### src/rtl/mips_pc_if.sv
// Fetch-stage bus between decode/execute (master) and the program-counter unit (slave).
// Carries the control-transfer requests in one direction and the PC-derived outputs back.
interface mips_pc_if;
  logic        branch_taken;
  logic [15:0] branch_offset;
  logic        jump_en;
  logic [25:0] jump_index;
  logic        jr_en;
  logic [31:0] jr_target;
  logic [31:0] instr_address;
  logic [31:0] link_address;
  logic        active;
  logic        in_delay_slot;

  modport master (
    output branch_taken, branch_offset, jump_en, jump_index, jr_en, jr_target,
    input  instr_address, link_address, active, in_delay_slot
  );

  modport slave (
    input  branch_taken, branch_offset, jump_en, jump_index, jr_en, jr_target,
    output instr_address, link_address, active, in_delay_slot
  );
endinterface

### src/rtl/mips_pc_unit.sv
// Program counter and fetch sequencing for the Harvard MIPS CPU, with branch-delay-slot
// redirects, link-address generation and halt-on-fetch-of-zero.
module mips_pc_unit #(
  parameter logic [31:0] RESET_VECTOR = 32'hBFC0_0000,
  parameter logic [31:0] HALT_ADDRESS = 32'h0000_0000
) (
  input  logic      clk,
  input  logic      reset,
  input  logic      clk_enable,
  mips_pc_if.slave  bus
);

  localparam logic [1:0] ST_RUN    = 2'b00;
  localparam logic [1:0] ST_DELAY  = 2'b01;
  localparam logic [1:0] ST_HALTED = 2'b10;

  logic [1:0]  state_q,  state_d;
  logic [31:0] pc_q,     pc_d;
  logic [31:0] pending_q, pending_d;

  logic [31:0] pc_plus4;
  logic [31:0] branch_target;
  logic [31:0] jump_target;
  logic [31:0] jr_target_aligned;
  logic        req_any;
  logic [31:0] req_target;

  // Candidate targets are all relative to the delay-slot address, p+4.
  always_comb begin
    pc_plus4          = pc_q + 32'd4;
    branch_target     = pc_plus4 + {{14{bus.branch_offset[15]}}, bus.branch_offset, 2'b00};
    jump_target       = {pc_plus4[31:28], bus.jump_index, 2'b00};
    jr_target_aligned = {bus.jr_target[31:2], 2'b00};
  end

  always_comb begin
    req_any = bus.jr_en | bus.jump_en | bus.branch_taken;
    if (bus.jr_en) begin
      req_target = jr_target_aligned;
    end else if (bus.jump_en) begin
      req_target = jump_target;
    end else begin
      req_target = branch_target;
    end
  end

  always_comb begin
    // NOTE: every output of this block gets a default first so no path leaves a
    // signal unassigned, which would otherwise infer a latch.
    state_d   = state_q;
    pc_d      = pc_q;
    pending_d = pending_q;

    case (state_q)
      ST_RUN: begin
        pc_d = pc_plus4;
        if (req_any) begin
          pending_d = req_target;
          state_d   = ST_DELAY;
        end
      end
      ST_DELAY: begin
        // A control transfer sitting in the delay slot is deliberately dropped.
        pc_d    = pending_q;
        state_d = ST_RUN;
      end
      default: begin
        pc_d    = HALT_ADDRESS;
        state_d = ST_HALTED;
      end
    endcase

    // Fetching the halt address, by redirect or by wrap-around, stops the CPU.
    if (state_q != ST_HALTED && pc_d == HALT_ADDRESS) begin
      state_d = ST_HALTED;
    end
  end

  always_ff @(posedge clk) begin
    // NOTE: state registers use non-blocking assignments so every flop samples
    // the pre-edge values, independent of statement order.
    if (reset) begin
      state_q   <= ST_RUN;
      pc_q      <= RESET_VECTOR;
      pending_q <= 32'd0;
    end else if (clk_enable) begin
      state_q   <= state_d;
      pc_q      <= pc_d;
      pending_q <= pending_d;
    end
  end

  assign bus.instr_address = pc_q;
  assign bus.link_address  = pc_q + 32'd8;
  assign bus.active        = (state_q != ST_HALTED);
  assign bus.in_delay_slot = (state_q == ST_DELAY);

endmodule

### src/flat_wrapper.sv
// flat-port wrapper written by rule: the top's interface ports become plain ports
module mips_pc_unit_flat 
#(
  parameter logic [31:0] RESET_VECTOR = 32'hBFC0_0000,
  parameter logic [31:0] HALT_ADDRESS = 32'h0000_0000
)
  (clk, reset, clk_enable, bus_branch_taken, bus_branch_offset, bus_jump_en, bus_jump_index, bus_jr_en, bus_jr_target, bus_instr_address, bus_link_address, bus_active, bus_in_delay_slot);
  mips_pc_if bus_i ();
  input  logic clk;
  input  logic reset;
  input  logic clk_enable;
  input wire logic [$bits(bus_i.branch_taken)-1:0] bus_branch_taken;
  input wire logic [$bits(bus_i.branch_offset)-1:0] bus_branch_offset;
  input wire logic [$bits(bus_i.jump_en)-1:0] bus_jump_en;
  input wire logic [$bits(bus_i.jump_index)-1:0] bus_jump_index;
  input wire logic [$bits(bus_i.jr_en)-1:0] bus_jr_en;
  input wire logic [$bits(bus_i.jr_target)-1:0] bus_jr_target;
  output wire logic [$bits(bus_i.instr_address)-1:0] bus_instr_address;
  output wire logic [$bits(bus_i.link_address)-1:0] bus_link_address;
  output wire logic [$bits(bus_i.active)-1:0] bus_active;
  output wire logic [$bits(bus_i.in_delay_slot)-1:0] bus_in_delay_slot;
  assign bus_i.branch_taken = bus_branch_taken;
  assign bus_i.branch_offset = bus_branch_offset;
  assign bus_i.jump_en = bus_jump_en;
  assign bus_i.jump_index = bus_jump_index;
  assign bus_i.jr_en = bus_jr_en;
  assign bus_i.jr_target = bus_jr_target;
  assign bus_instr_address = bus_i.instr_address;
  assign bus_link_address = bus_i.link_address;
  assign bus_active = bus_i.active;
  assign bus_in_delay_slot = bus_i.in_delay_slot;
  mips_pc_unit #(.RESET_VECTOR(RESET_VECTOR), .HALT_ADDRESS(HALT_ADDRESS)) u_core (.clk(clk), .reset(reset), .clk_enable(clk_enable), .bus(bus_i));
endmodule
### config.mk
export PLATFORM = sky130hd
export DESIGN_NAME = mips_pc_unit_flat
export DESIGN_NICKNAME = d
export VERILOG_FILES = /design/src/rtl/mips_pc_if.sv /design/src/rtl/mips_pc_unit.sv /design/src/flat_wrapper.sv
export SDC_FILE = /design/constraint.sdc
export NUM_CORES = 1
export LEC_CHECK = 0
export CORE_ASPECT_RATIO = 0.8
export CORE_MARGIN = 5
export CORE_UTILIZATION = 28
export DETAILED_ROUTE_END_ITERATION = 6
export PLACE_DENSITY = 0.57
export SKIP_LAST_GASP = 1
export SLEW_MARGIN = 40
export SYNTH_ARGS = -nofsm -noshare
export SYNTH_HDL_FRONTEND = slang
export SYNTH_SLANG_ARGS = --single-unit
### constraint.sdc
create_clock -name clk -period 8.9 [get_ports clk]
set_clock_uncertainty 0.15 [all_clocks]
set_input_delay 0.89 -clock clk [delete_from_list [all_inputs] [get_ports clk]]
set_output_delay 0.89 -clock clk [all_outputs]
set_load 0.01 [all_outputs]
Word-level counts from Yosys, hierarchy flattened
Cells that the tools add are included.
Word-level totals
  output and inout bits: 66
  input port bits: 80
  bits in registers: 66
  logic and storage cells: 22
Operators by class
  equality and inequality tests: 3
  bitwise gates (word level): 2
  multiplexer cells: 6
  reductions and logical operators: 5
  add/sub/neg operators: 3
Operators by type and width (count)
  two-way mux 32 bit: 2
  one-hot mux 32 bit (2 select lines): 1
  adder 32 x 3 -> 32 bit, second input constant: 1
  adder 32 bit: 1
  adder 32 x 4 -> 32 bit, second input constant: 1
  logical NOT 32 bit: 1
  two-way mux 2 bit: 2
  one-hot mux 2 bit (2 select lines): 1
  != test 3 x 1 -> 1 bit, second input constant: 1
  AND reduction 3 bit: 1
  equality test 2 x 1 -> 1 bit, second input constant: 1
  logical NOT 2 bit: 1
  != test 2 bit, second input constant: 1
  OR 1 bit: 2
  AND reduction 2 bit: 1
  logical AND 1 bit: 1

Depth between registers and ports, before layout
Gate-level depths: netlist (run 1).
  word-level depth: 6
  mapped depth: 17
  mapped depth without buffers: 15

Worst setup path before layout (run 1)
Ideal clock, no wire load.
  kind: register to register
  start: register u_core.pc_q[4], in the netlist u_core.bus.instr_address[4]
  end: register u_core.pending_q[28]
  library setup time: 0.101 ns
  slack: 5.058 ns
  arrival time: 3.591 ns
  required time: 8.649 ns
  period minus slack after synthesis: 3.842 ns
  cell stages (with the launch flop): 18
  buffers on the path: 2
  path through: dfxtp_1 -> ha_1 -> and4_4 -> buf_8 -> nand4_4 -> or3_1 -> nand2_1 -> ha_1 -> clkbuf_1 -> nand3_1 -> o211ai_1 -> a21oi_1 -> o311ai_1 -> a41oi_1 -> nor2_1 -> a211oi_1 -> mux2i_1 -> o41ai_1
On the way
  word-level cells in the longest chain between the ends: 4
Ends and longest elaborated chain
  from (decl): RTL line mips_pc_unit.sv:18  | logic [31:0] pc_q, pc_d;
  from (signal assigned): RTL line mips_pc_unit.sv:88  | pc_q <= pc_d;
  adder 32 x 3 -> 32 bit *: RTL line mips_pc_unit.sv:30  | pc_plus4 = pc_q + 32'd4;
  adder 32 bit: RTL line mips_pc_unit.sv:31  | branch_target = pc_plus4 + {{14{bus.branch_offset[15]}}, bus.branch_offset, 2'b00};
  two-way mux 32 bit *: RTL line mips_pc_unit.sv:40  | end else if (bus.jump_en) begin
  two-way mux 32 bit *: RTL line mips_pc_unit.sv:38  | if (bus.jr_en) begin
  to (signal assigned): RTL line mips_pc_unit.sv:89  | pending_q <= pending_d;
  to (decl): RTL line mips_pc_unit.sv:19  | logic [31:0] pending_q, pending_d;
Mark *: on every way between the ends. The rest lies on a longest branch, timed or not.
A chain may end at the register's enable or synchronous reset.

Final worst setup path (run 1)
  start: register u_core.pc_q[2], in the netlist u_core.bus.instr_address[2]
  end: register u_core.pending_q[23]
On the way
  word-level cells in the longest chain between the ends: 4
Ends and longest elaborated chain (RTL line)
  adder 32 x 3 -> 32 bit: mips_pc_unit.sv:30
  adder 32 bit: mips_pc_unit.sv:31
  two-way mux 32 bit: mips_pc_unit.sv:40
  two-way mux 32 bit: mips_pc_unit.sv:38
No other way between the ends.

==> results.cfg, run 1 <==
[sta]
tightest_slew_ns = 0.800
fmax_ghz = 0.194
rsz0062_at_grt = no
setup_viol = 0
finalMaxSlewViolations = 0
relSlewSlack_pct = 46.4
post-route-period-util_pct = 57.9
fin_setup_tns_ns = 0
hold_viol = 0
period_needed_ns = 5.15

[setup_path]
path_cells = ha_1, nand3_1, nor4_1, buf_4, nand3_1, xnor2_1, ha_1, a21oi_1, o21ai_0, nor4_1, o21ai_0, a31oi_1, o21bai_1, xor2_1, mux2i_1, a211oi_1
cp.required_ns = 9.00
critPathLaunchType = register
rr_endpoint = u_core.pending_q[23]$_SDFFE_PP0P_
arrival_ns = 5.26
cp_slowest_cell = a31oi_1
critPathMaxFanout = 14
critPathMaxStageDelay_ns = 0.69
reg2reg_depth = 16
startpoint = u_core.bus.instr_address[2]$_SDFFE_PP0P_
regToRegStartpoint = u_core.bus.instr_address[2]$_SDFFE_PP0P_
cp-end-kind = register
r2r_setup_slack_ns = 3.75
critPathKind = reg -> reg

[place]
place_hpwl_um = 18600
port-buffer-count = 143
placed_cells = 1271
gp_congestion = 0.933

[yosys]
yosysWarnings = 0
ys_top_cells_by_area = dfxtp_1 (21%), ha_1 (7.3%), nand2_1 (6.3%)
synth-seq-cells = 66
synth_cell_types = 69
synth-edff-count = 0
syn_inst = 878
ys_seq_area_share_pct = 20.8
synth_commonest_cells = nand2_1 (107), a21oi_1 (79), nor2_1 (72), dfxtp_1 (66), clkbuf_1 (45)
syn-cell-area_mm2 = 0.00635
yosysMostFrequentCell = nand2_1
synth_top_area_share_pct = 20.8
avgSynthCellArea_um2 = 7.24
ys.flop_type = dfxtp_1
syn_nets = 996
synthArstFlopShare_pct = 0
synth_top_cell_by_area = dfxtp_1

[cts]
htreeDepth = 3
cts_tree = done
clk_latency_ns = 0.34
cts-hold-fix-buffers = 0
cts_buffers = 9
clock_path_buffers = 2
path_clk_slew_ns = 0.06
cts_resized = 0
cts.sinks = 66
cts_root_buf = clkbuf_16
postCtsSetupBuffers = 0

[die]
dieWidth_um = 178
fp.dieH_um = 145
rows = 49
start_util_pct = 28.3
pin_count = 146
fp.coreArea_mm2 = 0.0224
fp.dieArea_mm2 = 0.0258

[job]
drv_cap = 0

[global_routing]
antenna_found_initial = 0
grt-ovfl-total = 0
grt_pass1_vias = 6626
grt_pass1_wl_um = 37500
gr-usage-all-layers_pct = 18.6
grt_max_degree = 57

[cells_and_area]
layout-area-overhead-vs-synth_pct = 29.8
fillCellCount = 2396
num_antenna_cells = 0
drive_above_1_share_pct = 4.79
nets = 1094
fin_cells = 1287

[routing]
drt_iter0_drc = 828
first_pass_iters = 5
vias = 7045
wire_per_inst_um = 18.9
ant_nets = 0
totalWireLength_um = 24400
drc = 0
via_per_inst = 5.47

[power]
powerDensity_mw_per_mm2 = 126
p_switching_uw = 335
combPwrFrac_pct = 29.6
vdd_drop_max_uv = 111
p_leak_nw = 3.08
pwr-share-clk_pct = 37.0
switching_share_pct = 32.2
seqPwrFrac_pct = 33.4
intPower_uw = 706
total_power_mw = 1.04

[worst_hold_path]
hold_depth = 2
min_from = u_core.pending_q[18]$_SDFFE_PP0P_
hp-class = reg -> reg
min_to = u_core.pending_q[18]$_SDFFE_PP0P_

[outcome]
status = finished, final reports clean
worst max-delay path, delay by kind of cell (launching register included):
kind | cells | cell delay, ns
mux | 1 | 0.11
xor+xnor | 2 | 0.65
fa+ha+maj | 2 | 0.65
compound gates | 6 | 1.73
flops | 1 | 0.67
buf+inv | 1 | 0.24
simple gates | 4 | 0.85
through the flow:
| step | util, % | area (um^2) | hold WS [ns] | setup slack, ns |
|---|---|---|---|---|
| global placement | 35.3 | 7930 | 0.290 | 3.96 |
| floorplan | - | 6350 | 0.261 | 5.06 |
| CTS | 36.7 | 8240 | 0.301 | 3.84 |
| detailed placement | 35.3 | 7930 | 0.294 | 3.86 |
| finish | 36.8 | 8250 | 0.300 | 3.75 |
| global route | 36.8 | 8250 | 0.312 | 3.29 |
state kept, by name (all words and copies together), names as in the netlist:
register / count
u_core.bus.instr_address: 32
u_core.pending_q: 32
u_core.state_q: 2
layout by cell type (no fill, tap or decap), drive strengths merged, types with 9 or more instances in the layout:
cell           synthesis  final
o31ai                 11     11
a211oi                12     12
buf                   24     14
nand2b                18     18
dfxtp                 66     66
nor4                  12     12
inv                   19     19
o21ai                 46     46
mux2i                 14     14
clkbuf                45     11
ha                    37     37
nand3                 26     26
o211ai                34     34
a21oi                 79     79
nand2                107    107
and4                  11     11
nor3                  26     26
nand4                 24     24
a21o                  11     11
or3                   11     11
and3                   9      9
xor2                  39     39
clkdlybuf4s50          0    142
nor2                  72     72
xnor2                 34     34
metal layers:
layer | part of all wire, % | global-route usage [%] | wire length [um]
met1 | 45 | 26.3 | 11100
met2 | 44 | 29.4 | 10800
met3 | 8.8 | 3.58 | 2160
met4 | 1.4 | 4.00 | 330
met5 | 0 | 0 | 0
cells by family after synthesis:
kind of cell | after synthesis | share of synthesized area (%)
muxes | 14 | 2.21
buffers and inverters | 88 | 6.50
and+or+nand+nor | 343 | 26.8
adders and majority gates | 38 | 7.60
DFF | 66 | 20.8
AOI/OAI and AO/OA | 256 | 26.1
xor gates and xnor gates | 73 | 10.1
power by group through the flow:
stage | clock, mW | sequential (mW) | combinational (mW)
after CTS | 0.392 | 0.347 | 0.306
final | 0.385 | 0.348 | 0.308
after global routing | 0.404 | 0.351 | 0.338
after floorplan | 0 | 0.338 | 0.193
after detailed placement | 0 | 0.354 | 0.304
after global placement | 0 | 0.353 | 0.303
area by class of cell:
cell class                 instances  area (um^2)  share of cell area, %
sequential                        66         1320                   16.0
inverter                          19         71.3                  0.865
clock inverter                     5         78.8                  0.956
multi-input combinational        724         4630                   56.2
tap                              306          383                   4.64
timing repair buffer             156         1520                   18.5
clock buffer                      11          233                   2.82
how the worst max path moves through the flow:
stage	endpoint	slack, ns	depth (start not counted)
after floorplan	u_core.pending_q[28]$_SDFFE_PP0P_	5.06	17
after global placement	u_core.pending_q[25]$_SDFFE_PP0P_	3.96	16
after detailed placement	u_core.pending_q[23]$_SDFFE_PP0P_	3.86	16
after CTS	u_core.pending_q[23]$_SDFFE_PP0P_	3.84	16
after global routing	u_core.pending_q[23]$_SDFFE_PP0P_	3.29	16
final	u_core.pending_q[23]$_SDFFE_PP0P_	3.75	16
Note: power is estimated with default switching activity, not from simulation.
==> inputs of run 2 (changes only) <==
--- a/config.mk
+++ b/config.mk
@@ -9,7 +9,7 @@
 export CORE_MARGIN = 5
 export CORE_UTILIZATION = 28
 export DETAILED_ROUTE_END_ITERATION = 6
-export PLACE_DENSITY = 0.57
+export PLACE_DENSITY = 0.59
 export SKIP_LAST_GASP = 1
 export SLEW_MARGIN = 40
 export SYNTH_ARGS = -nofsm -noshare
==> constraint.sdc (replaced) <==
create_clock -name clk -period 4.3 [get_ports clk]
set_clock_uncertainty 0.15 [all_clocks]
set_input_delay 0.43 -clock clk [delete_from_list [all_inputs] [get_ports clk]]
set_output_delay 0.43 -clock clk [all_outputs]
set_load 0.01 [all_outputs]
==> run 2 against run 1 <==
  * Sequential power is 100% higher
  * Non-clock buffer count grew 42
  * Final cell count up 3.2%
  * Combinational power rose by 120%
  * Critical path depth is the same
  * Maximum frequency is 27% higher
==> results.cfg, run 2 (synthesis gave the netlist of run 1 again) <==
[place]
place_hpwl_um = 19500
place_area_mm2 = 0.00824
port-buffer-count = 143
gp_congestion = 0.920
dpl_worst_slack_ns = 0.228

[die]
fp.coreArea_mm2 = 0.0224
fp.dieArea_mm2 = 0.0258
pin_count = 146
fp.dieH_um = 145
rows = 49
dieWidth_um = 178
start_util_pct = 28.3

[sta]
finalMaxSlewViolations = 0
period_needed_ns = 4.05
hold_ws_ns = 0.297
tightest_slew_ns = 0.695
setup_viol = 0
relSlewSlack_pct = 53.6
fmax_ghz = 0.247
final.setup.worst_slack_ns = 0.252
rsz0062_at_grt = yes
hold_viol = 0
post-route-period-util_pct = 94.1

[routing]
wire_per_inst_um = 18.7
vias = 7163
totalWireLength_um = 24800
drt_iter0_drc = 656
via_per_inst = 5.39
ant_nets = 0
drc = 0
first_pass_iters = 7

[setup_path]
arrival_ns = 4.19
r2r_setup_slack_ns = 0.25
rr_endpoint = u_core.pending_q[26]$_SDFFE_PP0P_
cp.required_ns = 4.44
crit_buf_inv = 2
cp-end-kind = register
critPathKind = reg -> reg
critPathMaxFanout = 9
critPathLaunchType = register
cp_slowest_cell = a2111oi_1
path_cells = buf_4, ha_1, and4_4, nand4_4, buf_4, o21a_1, or2_2, ha_1, a21o_1, a21oi_1, o22ai_1, a211o_1, a21boi_0, xor2_1, a2111oi_1, a31o_2
crit_family = compound AO/OA/AOI/OAI gates
reg2reg_depth = 16
critPathMaxStageDelay_ns = 0.41
regToRegStartpoint = u_core.bus.instr_address[3]$_SDFFE_PP0P_

[cts]
path_clk_slew_ns = 0.06
clk_latency_ns = 0.35
cts_buffers = 9
htreeDepth = 3
postCtsSetupBuffers = 0
cts_root_buf = clkbuf_16
cts_tree = done
cts.sinks = 66
clock_path_buffers = 2

[worst_hold_path]
hp-class = reg -> reg
min_from = u_core.pending_q[15]$_SDFFE_PP0P_
min_to = u_core.pending_q[15]$_SDFFE_PP0P_
hold_depth = 2

[global_routing]
grt-ovfl-total = 0
antenna_found_initial = 0
grt_pass1_wl_um = 38200
grt_pass1_vias = 6840
gr-usage-all-layers_pct = 18.9
grt_max_degree = 46

[power]
vdd_drop_max_uv = 195
total_power_mw = 2.15
powerDensity_mw_per_mm2 = 251
p_leak_nw = 3.28

[cells_and_area]
final_cell_mix = clkdlybuf4s50_1 (142), nand2_1 (107), a21oi_1 (79), nor2_1 (71), dfxtp_1 (65)
drive_above_1_share_pct = 9.00
num_antenna_cells = 0
layout-area-overhead-vs-synth_pct = 34.6
final_common_cell = clkdlybuf4s50_1
nets = 1136
stdcell_area_mm2 = 0.00855

[job]
drv_cap = 0

[outcome]
status = finished, final reports clean
[run 2: cell types whose count changed in the layout (fill, tap and decap cells not counted), sizes merged]
cell	change
bufinv	-1
clkbuf	-1
clkinv	-1
clkinvlp	+2
buf	+42
[run 2: tightest hold or removal path, cell delays in order (launching register included)]
cell and delay, ns:
dfxtp_1 0.31, nand2_1 0.05, nand2_1 0.04
[run 2: final cells by class]
cell class	count	area [um^2]
inverters	19	71.3
repair buffers	198	1840
flip-flops and latches	66	1320
clock buffers	10	239
multi-input cells	724	4640
clock inverters	5	55.1
well taps	306	383
fillers	2412	13900
[run 2: what timing repair did]
action	CTS	global route
hold buffers	0	0
setup endpoints to repair	0	4
gates resized for setup	0	4
[run 2: per-layer routing]
metal / GRT usage, % / vias to the layer above / routed length (um)
li1: - / 3492 / -
met1: 26.4 / 3346 / 11400
met2: 29.7 / 297 / 11000
met3: 4.18 / 28 / 1960
met4: 4.40 / 0 / 375
met5: 0 / - / 0
[run 2: how the worst max path moves through the flow]
stage | from | to | slack (ns) | cells past startpoint
final | u_core.bus.instr_address[3]$_SDFFE_PP0P_ | u_core.pending_q[26]$_SDFFE_PP0P_ | 0.25 | 16
after CTS | u_core.bus.instr_address[3]$_SDFFE_PP0P_ | u_core.pending_q[28]$_SDFFE_PP0P_ | 0.19 | 16
after global placement | u_core.bus.instr_address[3]$_SDFFE_PP0P_ | u_core.pending_q[28]$_SDFFE_PP0P_ | 0.28 | 16
after detailed placement | u_core.bus.instr_address[3]$_SDFFE_PP0P_ | u_core.pending_q[28]$_SDFFE_PP0P_ | 0.23 | 16
after global routing | u_core.bus.instr_address[3]$_SDFFE_PP0P_ | u_core.pending_q[28]$_SDFFE_PP0P_ | -0.02 | 16
after floorplan | u_core.bus.instr_address[4]$_SDFFE_PP0P_ | u_core.pending_q[28]$_SDFFE_PP0P_ | 0.46 | 17
[run 2: power by group]
part,internal (mW),switching [mW]
registers,0.653,0.0491
clock network,0.460,0.303
logic,0.319,0.361
total,1.43,0.713
[run 2: metrics by stage]
stage	setup TNS, ns	instances	utilization (%)
finish	0	1328	38.1
global placement	0	1313	36.7
floorplan	0	878	-
CTS	0	1328	38.0
global route	-0.0283	1328	38.1
detailed placement	0	1313	36.7
